[src/rtl/dma_2a03_multi.sv]
// dma_2a03_multi: multi-channel page-copy DMA sharing the CPU bus with cpu_2a03.
// A CPU write to REG_BASE+i loads channel i's source page and marks it pending.
// The CPU is then halted through rdy, and LEN bytes are copied from {page,idx}
// to the channel's fixed destination address. Reads happen only in even (parity=0)
// cycles and writes only in odd cycles, which matches the 2a03 get/put alignment.
// Ports:
//   clock, nreset              CPU clock, async active-low reset
//   cpu_addr/cpu_data/cpu_rw   snooped CPU bus (register hits)
//   data_in                    system read data
//   rdy                        1 = CPU runs, 0 = CPU halted
//   bus_owner                  1 = DMA drives addr/data_out/rw
//   addr, data_out, rw         DMA bus signals (idle: 0, 0, 1)
//   busy[i], done[i]           channel pending/active; 1-cycle pulse after final write
module dma_2a03_multi #(
  parameter int unsigned          NUM_CH     = 1,
  parameter int unsigned          LEN        = 256,
  parameter logic [15:0]          REG_BASE   = 16'h4014,
  parameter logic [16*NUM_CH-1:0] DEST_ADDRS = (16*NUM_CH)'(16'h2004)
) (
  input  logic              clock,
  input  logic              nreset,
  input  logic [15:0]       cpu_addr,
  input  logic [7:0]        cpu_data,
  input  logic              cpu_rw,
  input  logic [7:0]        data_in,
  output logic              rdy,
  output logic              bus_owner,
  output logic [15:0]       addr,
  output logic [7:0]        data_out,
  output logic              rw,
  output logic [NUM_CH-1:0] busy,
  output logic [NUM_CH-1:0] done
);

  localparam int unsigned CH_W     = (NUM_CH > 1) ? $clog2(NUM_CH) : 1;
  localparam logic [7:0]  LAST_IDX = 8'(LEN - 1);

  localparam logic [2:0] S_IDLE  = 3'd0;
  localparam logic [2:0] S_HALT  = 3'd1;
  localparam logic [2:0] S_ALIGN = 3'd2;
  localparam logic [2:0] S_READ  = 3'd3;
  localparam logic [2:0] S_WRITE = 3'd4;

  logic [2:0]        state, state_n;
  logic              parity;
  logic [NUM_CH-1:0] pending, pending_n;
  logic [7:0]        page   [NUM_CH];
  logic [7:0]        page_n [NUM_CH];
  logic [CH_W-1:0]   ch, ch_n, sel;
  logic [7:0]        idx, idx_n;
  logic [NUM_CH-1:0] hit;
  logic              active_n;
  logic [7:0]        cur_page;
  logic [15:0]       cur_dest;

  logic              rdy_n, bus_owner_n, rw_n;
  logic [15:0]       addr_n;
  logic [7:0]        data_out_n;
  logic [NUM_CH-1:0] busy_n, done_n;

  // Lowest-index set bit; channels with lower index win arbitration.
  function automatic logic [CH_W-1:0] lowest(input logic [NUM_CH-1:0] v);
    lowest = '0;
    for (int i = int'(NUM_CH) - 1; i >= 0; i--)
      if (v[i]) lowest = CH_W'(i);
  endfunction

  function automatic logic [NUM_CH-1:0] onehot(input logic [CH_W-1:0] c);
    onehot = '0;
    for (int i = 0; i < int'(NUM_CH); i++)
      if (c == CH_W'(i)) onehot[i] = 1'b1;
  endfunction

  // Next-state, bookkeeping and next-output logic.
  always_comb begin
    state_n   = state;
    pending_n = pending;
    page_n    = page;
    ch_n      = ch;
    idx_n     = idx;
    done_n    = '0;
    hit       = '0;
    sel       = lowest(pending);

    for (int i = 0; i < int'(NUM_CH); i++)
      hit[i] = !cpu_rw && !bus_owner && (cpu_addr == REG_BASE + 16'(i));

    case (state)
      // A hit in this very cycle already counts as pending.
      S_IDLE: if ((pending | hit) != '0) state_n = S_HALT;
      // The 6502 ignores RDY during writes, so wait for a read cycle.
      S_HALT: begin
        if (cpu_rw) begin
          state_n   = parity ? S_READ : S_ALIGN;
          ch_n      = sel;
          pending_n = pending & ~onehot(sel);
        end
      end
      S_ALIGN: state_n = S_READ;
      S_READ:  state_n = S_WRITE;
      S_WRITE: begin
        if (idx == LAST_IDX) begin
          idx_n  = '0;
          done_n = onehot(ch);
          // Back-to-back channels keep the CPU halted and skip HALT.
          if (pending != '0) begin
            state_n   = S_READ;
            ch_n      = sel;
            pending_n = pending & ~onehot(sel);
          end else begin
            state_n = S_IDLE;
          end
        end else begin
          idx_n   = idx + 8'd1;
          state_n = S_READ;
        end
      end
      default: state_n = S_IDLE;
    endcase

    // Hits never coincide with a channel selection (selection needs cpu_rw=1 or bus_owner=1).
    pending_n = pending_n | hit;
    for (int i = 0; i < int'(NUM_CH); i++)
      if (hit[i]) page_n[i] = cpu_data;

    cur_page = '0;
    cur_dest = '0;
    for (int i = 0; i < int'(NUM_CH); i++) begin
      if (ch_n == CH_W'(i)) begin
        cur_page = page_n[i];
        cur_dest = DEST_ADDRS[16*i +: 16];
      end
    end

    active_n    = (state_n == S_ALIGN) || (state_n == S_READ) || (state_n == S_WRITE);
    rdy_n       = (state_n == S_IDLE);
    bus_owner_n = (state_n == S_READ) || (state_n == S_WRITE);
    addr_n      = '0;
    data_out_n  = '0;
    rw_n        = 1'b1;
    if (state_n == S_READ) begin
      addr_n = {cur_page, idx_n};
    end else if (state_n == S_WRITE) begin
      // WRITE always follows READ, so data_in here is the byte just read.
      addr_n     = cur_dest;
      data_out_n = data_in;
      rw_n       = 1'b0;
    end
    busy_n = pending_n | (active_n ? onehot(ch_n) : '0);
  end

  // State, bookkeeping and output registers.
  always_ff @(posedge clock or negedge nreset) begin
    if (!nreset) begin
      state     <= S_IDLE;
      parity    <= 1'b0;
      pending   <= '0;
      for (int i = 0; i < int'(NUM_CH); i++) page[i] <= '0;
      ch        <= '0;
      idx       <= '0;
      rdy       <= 1'b1;
      bus_owner <= 1'b0;
      addr      <= '0;
      data_out  <= '0;
      rw        <= 1'b1;
      busy      <= '0;
      done      <= '0;
    end else begin
      state     <= state_n;
      parity    <= !parity;
      pending   <= pending_n;
      for (int i = 0; i < int'(NUM_CH); i++) page[i] <= page_n[i];
      ch        <= ch_n;
      idx       <= idx_n;
      rdy       <= rdy_n;
      bus_owner <= bus_owner_n;
      addr      <= addr_n;
      data_out  <= data_out_n;
      rw        <= rw_n;
      busy      <= busy_n;
      done      <= done_n;
    end
  end

endmodule

[config.mk]
export PLATFORM = sky130hd
export DESIGN_NAME = dma_2a03_multi
export DESIGN_NICKNAME = d
export VERILOG_FILES = /design/src/rtl/dma_2a03_multi.sv
export SDC_FILE = /design/constraint.sdc
export NUM_CORES = 1
export LEC_CHECK = 0
export ABC_CLOCK_PERIOD_IN_PS = 3800
export BUFFER_PORTS_ARGS = -buffer_cell sky130_fd_sc_hd__buf_2
export CORE_UTILIZATION = 32
export DETAILED_ROUTE_END_ITERATION = 12
export SLEW_MARGIN = 0
export SYNTH_ARGS = -nofsm -noshare
export SYNTH_HDL_FRONTEND = slang
export SYNTH_SLANG_ARGS = --single-unit
export TNS_END_PERCENT = 5
[constraint.sdc]
create_clock -name clock -period 3.8 [get_ports clock]
set_clock_uncertainty 0.15 [all_clocks]
set_input_delay 0.76 -clock clock [delete_from_list [all_inputs] [get_ports clock]]
set_output_delay 0.76 -clock clock [all_outputs]
set_load 0.01 [all_outputs]
### After elaboration in Yosys (flattened, before gate mapping)

Index checks and enable logic that the tools add are counted.

* $add $sub $neg: 1
* eq/ne operators: 9
* muxes and demuxes: 35
* bitwise gates (word level): 7
* reduce and logical (&&, ||, !) cells: 10

Operators by type and width (count)
* 2-to-1 mux 8 bit: 6
* 2-to-1 mux 16 bit: 2
* 2-to-1 mux 1 bit: 19
* == test 16 x 15 -> 1 bit (second input constant): 1
* one-hot mux 3 bit (5 select lines): 1
* 2-to-1 mux 14 bit: 1
* == test 3 x 2 -> 1 bit (second input constant): 4
* 2-to-1 mux 3 bit: 3
* adder 8 x 1 -> 8 bit (second input constant): 1
* == test 8 bit (second input constant): 1
* == test 3 bit (second input constant): 2
* zero test 3 bit: 2
* one-hot mux 1 bit (2 select lines): 2
* == test 3 x 1 -> 1 bit (second input constant): 1
* zero test 1 bit: 3
* logical OR 1 bit: 3
* bitwise OR 1 bit: 3
* AND 1 bit: 2
* logical AND 1 bit: 2
* 2-to-1 mux 2 bit: 1
* inverter 1 bit: 2

* bits in registers: 51
* input port bits: 35
* output and inout port bits: 29
* word-level logic and storage cells: 75

### Logic depth before layout (Yosys ltp)

Gate-level depths: netlist (run 1).

* depth in word-level cells: 11
* gate-level depth with buffers: 8
* depth with buffers taken out: 7

### Least setup slack after synthesis (run 1)

Ideal clock, no wire load.

* kind: input to register
* start point: in cpu_addr[10]
* end point: reg addr[10]
* library setup time: 0.118 ns
* arrival time: 2.209 ns
* required time: 3.532 ns
* setup slack: 1.323 ns
* cell stages on the path: 6
* buffers on the path: 1
* cell sequence: or4_4 nor3_2 and2_4 buf_12 mux2_4 nor2b_2

RTL lines
* from (decl): RTL line 22 `input logic [15:0] cpu_addr,`
* to (signal assigned): RTL line 177 `addr <= addr_n;`
* to (decl): RTL line 28 `output logic [15:0] addr,`

==> results of run 1 <==
-- synthesized netlist by cell type, drive strengths merged, types with 2 or more instances --
cell type / n / area share (%)
nor3: 7 / 2.2
nor2: 9 / 1.6
nor2b: 8 / 3.3
nand4: 2 / 0.61
xnor2: 2 / 0.85
nor3b: 2 / 1.3
mux2: 7 / 4.7
or4: 3 / 1.3
and2: 10 / 3.2
a211oi: 2 / 1.3
and3: 2 / 0.61
dfstp: 2 / 2.6
nand2: 9 / 1.6
inv: 9 / 1.6
xor2: 3 / 1.3
dfrtp: 49 / 60
a31oi: 2 / 0.61
o21ai: 4 / 0.97
buf: 2 / 1.5
a21oi: 3 / 0.73
nand3: 6 / 1.7
-- power by group through the flow --
stage	clock network [mW]	logic (mW)	registers (mW)
finish	0.426	0.0360	0.547
floorplan	0	0.00163	0.560
global placement	0	0.0368	0.558
CTS	0.442	0.0374	0.547
detailed placement	0	0.0373	0.558
global route	0.468	0.0407	0.548
-- final timing paths --
| kind | from | end | slack (ps) | cells after the start |
|---|---|---|---|---|
| min in group asynchronous | nreset | addr[1]$_DFF_PN0_ | 440 | 1 |
| max in group asynchronous | nreset | rw$_DFF_PN1_ | 2300 | 2 |
| setup reg to reg | idx[0]$_DFF_PN0_ | addr[9]$_DFF_PN0_ | 1610 | 6 |
| setup / recovery | cpu_addr[10] | addr[15]$_DFF_PN0_ | 1460 | 6 |
| hold / removal | parity$_DFF_PN0_ | parity$_DFF_PN0_ | 280 | 1 |
| hold reg to reg | parity$_DFF_PN0_ | parity$_DFF_PN0_ | 280 | 1 |
-- logic make-up (layout without fill, tap and decap cells) --
kind of cell,count (synthesis),in the layout
compound gates,18,18
xor+xnor,5,5
fa+ha+maj,1,1
buf+inv,12,81
flops,51,51
mux,7,7
simple gates,65,65
-- per-stage QoR --
step                      utilization, %  hold slack, ps
after detailed placement           40.21           259.2
after floorplan                        -           243.9
after CTS                          42.40           279.9
after global placement             40.21           259.9
final                              42.40           277.2
after global routing               42.40           307.5
-- layer usage --
metal | wire [um] | GRT usage [%] | vias up
li1 | - | - | 679
met1 | 1737 | 16.49 | 662
met2 | 1858 | 19.75 | 40
met3 | 238 | 4.066 | 7
met4 | 79 | 7.193 | 0
met5 | 0 | 0 | -
-- registers in the layout, indices dropped and copies added (netlist names) --
name       count
data_out       8
done           1
idx            8
page           8
addr          16
state          3
parity         1
busy           1
ch             1
pending        1
rdy            1
bus_owner      1
rw             1
-- cell type report --
type | count | share of cell area, %
clock buffers | 6 | 2.824
clock inverters | 2 | 2.337
inverters | 9 | 1.315
multi-input cells | 96 | 27.56
flip-flops and latches | 51 | 49.76
well taps | 75 | 3.651
repair buffers | 64 | 12.56
-- layout by cell type (no fill, tap or decap), drive strengths merged, types with 2 or more instances in the layout --
master,n
nor3,7
mux2,7
dfstp,2
nor2,9
o21ai,4
a211oi,2
nand4,2
nand3,6
and2,10
clkbuf,6
or4,3
and3,2
xnor2,2
nor2b,8
dfrtp,49
buf,64
nor3b,2
bufinv,2
a31oi,2
nand2,9
a21oi,3
inv,9
xor2,3
==> summary.md, run 1 <==
| Metric | Value |
|---|---|
| Status | finished clean |
| Crit path DAT | between 2000 and 2500 ps |
| DP Wirelength | around 2800 um |
| Flop pwr share | roughly 54% |
| Final worst slack | between 1000 and 1500 ps |
| Initial antenna violation count | 0 |
| Max Slew Vio Count | 0 |
| Compound-Gate Fraction of Synth Area | around 6.5% |
| WL per Instance | around 13 um |
| Full die area | approximately 6700 sq um |
| CTS tree | built |
| Drc violations | 0 |
| RePlAce Congestion | around 0.76 |
| Largest net degree at the start of global routing | 43 |
| Post-CTS Resized | 0 |
| Register area share after synthesis | between 60 and 70% |
| CTS Sinks | 51 |
| Post-synthesis async set-or-reset flop share | 100.0% |
| Adder-cell share of the synthesized area | less than 1% |
| Post-synthesis mux area share | roughly 4.7% |
| Post-layout instance area | 2570 sq um |
| Syn. warnings | 0 |
| Unique masters post-synth | 47 |
| Int Pwr | roughly 0.83 mW |
| CP startpoint kind | input port |
| Pwr/cell area | 392.6 nW/um^2 |
| Largest family of logic cells by synthesized area | simple AND/OR/NAND/NOR gates |
| Critical-path maximum fanout | 12 |
| CTS hold repair buffers | 0 |
| Leakage | around 1.3 nW |
| Post-CTS setup buffers | 0 |
| Setup violators final | 0 |
| Clock Pin Slew Worst Setup and Hold Paths | approximately 90 ps |
| Max-cap violations | 0 |
| Clock share of power | between 40% and 50% |
| Switch Pwr | 0.1832 mW |
| Fmax | ~430 MHz |
| CTS Root Cell | clkbuf_8 |
| WL final | slightly below 4000 um |
| Power Total | around 1.0 mW |
| 1st-iter DRT viols | 98 |
| DIE HEIGHT | roughly 82 um |
| Global route total overflow | 0 |
| I/O Buffers | 63 |
| #FFs+latches synth | 51 |
| Worst VDD drop | between 0.2 and 0.25 mV |
| CP max stage delay | 520 ps |
| Final period utilization | roughly three fifths |
| Setup CP Type | input port to register |
| Register area | ~1300 sq um |
| Max_slew headroom | between 30% and 40% |
| RSZ-0062 raised after global routing | false |
| Post-synth EDFFs | 0 |
| Global-route wire length before repair | between 6000 and 7000 um |
| Gate power share | under 10% |
| Final nets | 263 |
| Final hold vios | 0 |
| DR vias | 1388 |
| Post-synthesis xor/xnor area fraction | roughly 2.1% |
| P&R area growth vs syn | 25.01% |
| First-pass DRT Iterations | 4 |
| Clk buf depth | 2 |
| Worst-margin pin slew | 904.0 ps |
| Worst skew pair latency | 290 ps |
| Mapped Nets | between 150 and 200 |
| CP delay by family, top | simple AND/OR/NAND/NOR gates |
| Simple-Gate Fraction of Synth Area | about a fifth |
| Placed cells | 295 |
| H-tree level count | 2 |
| Row count | 28 |
| Multi-input logic area | 708.2 sq um |
| Mapped Area | about 2100 sq um |
| Core ar. | 6061 sq um |
| Placed inst area | 2437 sq um |
| Setup TNS Final | 0 ps |
| Total GRT Usage | around an eighth |
| Syn_area_per_cell | ~13 sq um |
| Place WS | roughly 1100 ps |
| Synth Instances | 159 |
| CP cell instances | buf_2 -> or4_4 -> nor3_2 -> and2_4 -> mux2_2 -> nor2b_2 |
| Number of global-route vias before repair | 1375 |
| Fillers | between 500 and 600 |
| Antenna cell count | 0 |
| Final ANT Viol Nets | 0 |
| Ratio of cells with drive above 1 in the final layout | a little over two fifths |
| Buffers and inverters on the worst path | 1 |
| Switch share | a little under a fifth |
| Die X | 82.15 um |
| CTS Buf Count | 5 |
| Main synth FF type | dfrtp_1 |
| CP Capture Type | register |
| Tightest Hold Check Type | register to register |
| Fin cells | approximately 300 |
| Via density | between 4 and 5 |
| Slowest library cell on the worst path | or4_4 |
| Starting density of the core | between 30% and 40% |
| Req. time, crit path | ~3800 ps |
| Min Tclk post-route | between 2000 and 2500 ps |
| IO Count | 64 |
Power figures use the tool's default switching activity.
==> run 2, diff against run 1 <==
--- a/config.mk
+++ b/config.mk
@@ -5,7 +5,7 @@
 export SDC_FILE = /design/constraint.sdc
 export NUM_CORES = 1
 export LEC_CHECK = 0
-export ABC_CLOCK_PERIOD_IN_PS = 3800
+export ABC_CLOCK_PERIOD_IN_PS = 2200
 export BUFFER_PORTS_ARGS = -buffer_cell sky130_fd_sc_hd__buf_2
 export CORE_UTILIZATION = 32
 export DETAILED_ROUTE_END_ITERATION = 12
==> constraint.sdc (replaced) <==
create_clock -name clock -period 2.2 [get_ports clock]
set_clock_uncertainty 0.15 [all_clocks]
set_input_delay 0.44 -clock clock [delete_from_list [all_inputs] [get_ports clock]]
set_output_delay 0.44 -clock clock [all_outputs]
set_load 0.01 [all_outputs]
==> run 2 against run 1 <==
Final cell count grew 3.0%. Sequential cell count is the same. Power grew 56%. Clock power grew 31%. Largest cell class unchanged. Via count shrank 0.65%. Sequential share of layout area shrank 0.88 points. Utilization grew 0.76 points. Count of clock-buffer cells in the layout is the same. Critical path depth grew 1. Combinational power grew 82%. Global-route usage shrank 0.48 points. First-iteration DRC count shrank 43%.
==> summary.md, run 2 (synthesis gave the netlist of run 1 again) <==
| Metric | Value |
|---|---|
| Largest net degree at the start of global routing | 52 (+21%) |
| Int Pwr | 1.233 mW (+49%) |
| Drc violations | 0 (unchanged) |
| CTS tree | built |
| Status | finished clean |
| Min Tclk post-route | 2092 ps |
| P&R area growth vs syn | 27.27% |
| RePlAce Congestion | 0.7575 (-0.97%) |
| Fmax | about 480 MHz |
| Gate power share | 4.2% (+0.6 points) |
| DR vias | 1379 (-0.65%) |
| 1st-iter DRT viols | 56 (-43%) |
| Commonest non-fill, non-tap cells in the layout | buf_2 (63), dfrtp_1 (49), nand2_1 (9), and2_1 (9), nor2_1 (9) |
| Met2 Usage GRT | 19.09% (-0.66 points) |
| CTS Root Cell | clkbuf_8 |
| Post-CTS setup buffers | 0 (unchanged) |
| Switch share | 21.48% (+3.3 points) |
| Worst-margin pin slew | 411.0 ps (-493.0 ps) |
| Leakage | 1.329 nW (+2.8%) |
| H-tree level count | 2 (unchanged) |
| WL final | 3891 um (-0.59%) |
| First-pass DRT Iterations | 4 (unchanged) |
| Req. time, crit path | 2290 ps (-1550 ps) |
| Post-layout instance area | 2616 sq um (+1.8%) |
| Fillers | 578 (-1.2%) |
| Via density | 4.420 (-3.5%) |
| Fin cells | 312 (+3.0%) |
| CP Capture Type | register |
| IO Count | 64 (unchanged) |
| Ratio of cells with drive above 1 in the final layout | 45.57% (+2.1 points) |
| Clock Pin Slew Worst Setup and Hold Paths | 90 ps (about the same) |
| Full die area | 6749 sq um (unchanged) |
| Clock share of power | 35.7% (-6.5 points) |
| Placed cells | 303 (+2.7%) |
| Final ANT Viol Nets | 0 (unchanged) |
| Worst VDD drop | 0.2885 mV (+38%) |
| Global-route wire length before repair | 6223 um (-3.8%) |
| CP max stage delay | 400 ps (-120 ps) |
| Final nets | 272 (+3.4%) |
| Commonest non-fill, non-tap cell in the layout | buf_2 |
| Number of global-route vias before repair | 1284 (-6.6%) |
| Hold WS | 185.2 ps (-91.98 ps) |
| RSZ-0062 raised after global routing | false |
| DP Wirelength | 2749 um (-0.36%) |
| I/O Buffers | 63 (unchanged) |
| Clk buf depth | 2 (unchanged) |
| Tightest Hold Check Type | input port to register |
| GRT busiest layer | met2 |
| Setup violators final | 0 (unchanged) |
| Crit path DAT | 2180 ps (-210 ps) |
| Register area | 1279 sq um (unchanged) |
| Critical-path maximum fanout | 7 (-5) |
| Multi-input logic area | 708.2 sq um (unchanged) |
| CTS Sinks | 51 (unchanged) |
| Met1 GRT Util | 16.67% (+0.18 points) |
| Max reg flops | 16 (unchanged) |
| Slowest library cell on the worst path | dfrtp_1 |
| Pwr/cell area | 600.4 nW/um^2 (+53%) |
| Antenna cell count | 0 (unchanged) |
| Switch Pwr | 0.3374 mW (+84%) |
| WL per Instance | 12.47 um (-3.5%) |
| Setup TNS Final | 0 ps (unchanged) |
| CP cell instances | ha_1 -> and3_1 -> nand3_2 -> a31oi_1 -> inv_2 -> or2_4 -> nor2b_2 |
| Die X | 82.15 um (unchanged) |
| Flop pwr share | 60.2% (+6.0 points) |
| Setup CP Type | register to register |
| Core ar. | 6061 sq um (unchanged) |
| Final hold vios | 0 (unchanged) |
| Met3 GRT Util | 3.956% (-0.11 points) |
| Placed inst area | 2510 sq um (+3.0%) |
| Final period utilization | a little over nine tenths |
| DIE HEIGHT | 82.15 um (unchanged) |
| Most flops, register | addr |
| Max_slew headroom | 72.39% (+33 points) |
| CTS Buf Count | 5 (unchanged) |
| Global route total overflow | 0 (unchanged) |
| Max-cap violations | 0 (unchanged) |
| Initial antenna violation count | 0 (unchanged) |
| Starting density of the core | 33.92% (unchanged) |
| Worst skew pair latency | 300 ps (about the same) |
| Max Slew Vio Count | 0 (unchanged) |
| Row count | 28 (unchanged) |
| CP startpoint kind | register |
| Total GRT Usage | 12.55% (-0.48 points) |
[run 2: cell count changes in the layout (fill, tap and decap cells not counted), sizes merged]
| cell | delta |
|---|---|
| bufinv | -2 |
| inv | +1 |
| clkinv | +1 |
| dlygate4sd3 | +1 |
| buf | +8 |
[run 2: metrics by stage]
stage	total power, mW	util, %	setup WS (ps)
floorplan	0.9709	-	42.71
global placement	1.030	41.41	-91.18
detailed placement	1.030	41.41	-111.6
CTS	1.601	43.17	120.9
global route	1.647	43.17	18.55
finish	1.571	43.17	107.7
[run 2: final timing paths]
path,depth (start not counted),start,slack [ps],endpoint
max,7,idx[0]$_DFF_PN0_,110,addr[12]$_DFF_PN0_
min,2,data_in[2],190,data_out[2]$_DFF_PN0_
max reg2reg,7,idx[0]$_DFF_PN0_,110,addr[12]$_DFF_PN0_
min reg2reg,1,parity$_DFF_PN0_,290,parity$_DFF_PN0_
max in group asynchronous,3,nreset,1120,rw$_DFF_PN1_
min in group asynchronous,3,nreset,500,idx[6]$_DFF_PN0_
[run 2: layout make-up]
cell class              count  share of cell area, %
flip-flops and latches     51                  48.88
inverters                   9                  1.291
clock buffers               6                  3.156
multi-input cells          96                  27.07
clock inverters             2                 0.5261
well taps                  75                  3.587
repair buffers             73                  15.49
[run 2: power groups by stage]
stage / sequential (mW) / combinational [mW] / clock [mW]
detailed placement: 0.963 / 0.0668 / 0
floorplan: 0.968 / 0.00282 / 0
finish: 0.945 / 0.0656 / 0.560
global placement: 0.963 / 0.0669 / 0
CTS: 0.945 / 0.0682 / 0.588
global route: 0.946 / 0.0744 / 0.626
[run 2: routing by layer]
| layer | part of all wire (%) | vias to the layer above |
|---|---|---|
| li1 | - | 693 |
| met1 | 46 | 643 |
| met2 | 47 | 39 |
| met3 | 5.6 | 4 |
| met4 | 0.98 | 0 |
| met5 | 0 | - |
[run 2: critical path: cells and delay by family, from the launching register on]
kind / cells / cell delay, ps
AOI/OAI and AO/OA: 1 / 330
and+or+nand+nor: 4 / 790
adders and majority gates: 1 / 280
buffers and inverters: 1 / 90
DFF: 1 / 400
[run 2: what timing repair did]
item,in CTS,in global routing
resized for setup,0,0
hold endpoints to repair,49,0
setup endpoints to repair,0,0
hold buffers,1,0
==> run 3, diff against run 2 <==
--- a/config.mk
+++ b/config.mk
@@ -7,7 +7,8 @@
 export LEC_CHECK = 0
 export ABC_CLOCK_PERIOD_IN_PS = 2200
 export BUFFER_PORTS_ARGS = -buffer_cell sky130_fd_sc_hd__buf_2
-export CORE_UTILIZATION = 32
+export CORE_ASPECT_RATIO = 0.5
+export CORE_UTILIZATION = 25
 export DETAILED_ROUTE_END_ITERATION = 12
 export SLEW_MARGIN = 0
 export SYNTH_ARGS = -nofsm -noshare
==> run 3 against run 2 <==
Register-to-register slack got worse by 60 ps. Global-route usage decreased by 1.7 points. Non-clock buffer count decreased by 4. Worst setup slack got worse by 62 ps. The run now ends with negative hold slack left. Critical path type unchanged. Final cell count increased by 9.3%. Final area increased by 2.8%. Critical path depth decreased by 1. Hold slack got worse by 190 ps. Power increased by 14%. Via count increased by 3.6%. Sequential share of layout area decreased by 1.3 points. Combinational power about the same.
==> summary.md, run 3 (synthesis gave the netlist of run 1 again) <==
| Metric | Value |
|---|---|
| Critical-path maximum fanout | 8 (+1) |
| RePlAce Congestion | 0.7610 (+0.46%) |
| 1st-iter DRT viols | 48 (-14%) |
| Capture point of the worst path | addr[11]$_DFF_PN0_ |
| Hold WS | -4.718 ps (-189.9 ps) |
| Register area | 1279 sq um (unchanged) |
| CP cell instances | or3b_2 -> nor3b_1 -> a31oi_2 -> inv_2 -> or2_4 -> nor2b_2 |
| Worst skew pair latency | 290 ps (about the same) |
| Slowest library cell on the worst path | or3b_2 |
| Setup violators final | 0 (unchanged) |
| Setup CP Type | register to register |
| CTS tree | built |
| Power Total | 1.793 mW (+14%) |
| First-pass DRT Iterations | 4 (unchanged) |
| DP Wirelength | 3199 um (+16%) |
| CTS Root Cell | clkbuf_16 |
| CP Capture Type | register |
| Worst reg-to-reg path cell count | 6 (-1) |
| Setup TNS Final | 0 ps (unchanged) |
| Total GRT Usage | 10.84% (-1.7 points) |
| WL final | 4372 um (+12%) |
| Number of global-route vias before repair | 1472 (+15%) |
| Clock share of power | 43.6% (+7.9 points) |
| Max-cap violations | 0 (unchanged) |
| Switch Pwr | 0.3884 mW (+15%) |
| DIE HEIGHT | 66.12 um (-20%) |
| Ratio of cells with drive above 1 in the final layout | 45.92% (+0.35 points) |
| Violated checks | negative hold slack |
| Commonest non-fill, non-tap cell in the layout | buf_2 |
| R2r setup slk | 50 ps (-60 ps) |
| Initial antenna violation count | 0 (unchanged) |
| Die X | 130.2 um (+59%) |
| Full die area | 8611 sq um (+28%) |
| Fmax | 464.2 MHz (-2.9%) |
| I/O Buffers | 63 (unchanged) |
| Req. time, crit path | 2230 ps (-60 ps) |
| Reg-to-reg critical path startpoint | state[1]$_DFF_PN0_ |
| Post-CTS Resized | 0 (unchanged) |
| Global route total overflow | 0 (unchanged) |
| Commonest non-fill, non-tap cells in the layout | buf_2 (63), dfrtp_1 (49), nand2_1 (9), and2_1 (9), nor2_1 (9) |
| Via density | 4.191 (-5.2%) |
| Setup crit start | state[1]$_DFF_PN0_ |
| Final period utilization | 97.93% (+2.8 points) |
| Switch share | 21.66% (+0.18 points) |
| Final ANT Viol Nets | 0 (unchanged) |
| Fillers | 772 (+34%) |
| Post-CTS setup buffers | 0 (unchanged) |
| RR Endpoint | addr[11]$_DFF_PN0_ |
| Largest net degree at the start of global routing | 29 (-44%) |
| Drc violations | 0 (unchanged) |
| CTS Sinks | 51 (unchanged) |
| Final nets | 268 (-1.5%) |
| Pwr/cell area | 666.9 nW/um^2 (+11%) |
| Final hold vios | 7 (+7) |
| Crit path DAT | 2190 ps (about the same) |
| Row count | 22 (-21%) |
| WL per Instance | 12.82 um (+2.8%) |
| Core ar. | 7625 sq um (+26%) |
| H-tree level count | 2 (unchanged) |
| Global-route wire length before repair | 7024 um (+13%) |
| Worst VDD drop | 0.3704 mV (+28%) |
| Tightest Hold Check Type | input port to asynchronous set/reset pin |
| Gate power share | 3.7% (-0.5 points) |
| Max_slew headroom | 61.71% (-11 points) |
| RSZ-0062 raised after global routing | true |
| Worst-margin pin slew | 574.3 ps (+163.3 ps) |
| Clk buf depth | 2 (unchanged) |
| Status | complete, but fails checks |
| Min Tclk post-route | 2154 ps (+62.13 ps) |
| Flop pwr share | 52.7% (-7.5 points) |
| Max Slew Vio Count | 0 (unchanged) |
| IO Count | 64 (unchanged) |
| DR vias | 1429 (+3.6%) |
| Starting density of the core | 26.96% (-7.0 points) |
| CP max stage delay | 610 ps (+210 ps) |
| CTS Buf Count | 5 (unchanged) |
| P&R area growth vs syn | 30.80% |
| Leakage | 1.329 nW (about the same) |
| Int Pwr | 1.405 mW (+14%) |
| Layout Utilization | 35.26% (-7.9 points) |
| Max reg flops | 16 (unchanged) |
| Most flops, register | addr |
| CTS hold repair buffers | 0 (-1) |
| Clock Pin Slew Worst Setup and Hold Paths | 70 ps (-20 ps) |
| CP startpoint kind | register |
| Multi-input logic area | 718.2 sq um (+1.4%) |
| Antenna cell count | 0 (unchanged) |
run 3: cell types whose count changed in the layout (fill, tap and decap cells not counted), sizes merged:
cell | previous run | this run
buf | 72 | 69
clkbuf | 6 | 5
clkinv | 1 | 0
clkinvlp | 0 | 1
dlygate4sd3 | 1 | 0
inv | 10 | 11
run 3: power by group through the flow:
stage                     Clock [mW]  Combinational (mW)  Sequential, mW
final                          0.782              0.0659           0.945
after global routing           0.840              0.0752           0.946
after CTS                      0.800              0.0681           0.945
after detailed placement           0              0.0682           0.963
after global placement             0              0.0654           0.963
after floorplan                    0             0.00282           0.968
run 3: how the worst min path moves through the flow:
stage / end / depth (start not counted)
after floorplan: addr[0]$_DFF_PN0_ / 0
after global placement: parity$_DFF_PN0_ / 1
after detailed placement: parity$_DFF_PN0_ / 1
after CTS: addr[6]$_DFF_PN0_ / 1
after global routing: addr[6]$_DFF_PN0_ / 1
final: idx[4]$_DFF_PN0_ / 1
run 3: layout make-up:
cell class / instances / share of cell area (%)
clock buffer: 5 / 4.653
clock inverter: 3 / 0.9307
multi-input combinational: 96 / 26.71
inverter: 9 / 1.256
sequential: 51 / 47.56
tap: 108 / 5.026
timing repair buffer: 69 / 13.87
run 3: worst max-delay path, delay by kind of cell (launching register included):
| kind | cells | cell delay [ps] |
|---|---|---|
| and+or+nand+nor | 4 | 1200 |
| DFF | 1 | 510 |
| AOI/OAI and AO/OA | 1 | 100 |
| buffers and inverters | 1 | 90 |
run 3: through the flow:
step / hold WS, ps / worst slack, ps / cells / instance area (sq um)
after floorplan: -5.591 / 42.71 / 159 / 2056
after global placement: 262.8 / -83.04 / 333 / 2529
after detailed placement: 264.1 / -112.7 / 333 / 2529
after CTS: 14.48 / 102.4 / 341 / 2679
after global routing: 38.40 / -26.09 / 341 / 2689
final: -4.718 / 45.57 / 341 / 2689
run 3: layer usage:
metal  vias up  routed length [um]  track usage (%)
met5         -                   0                0
met4         0                  34            3.052
met3         2                 245            3.641
met2        33                2243            18.75
met1       702                1849            12.87
li1        692                   -                -
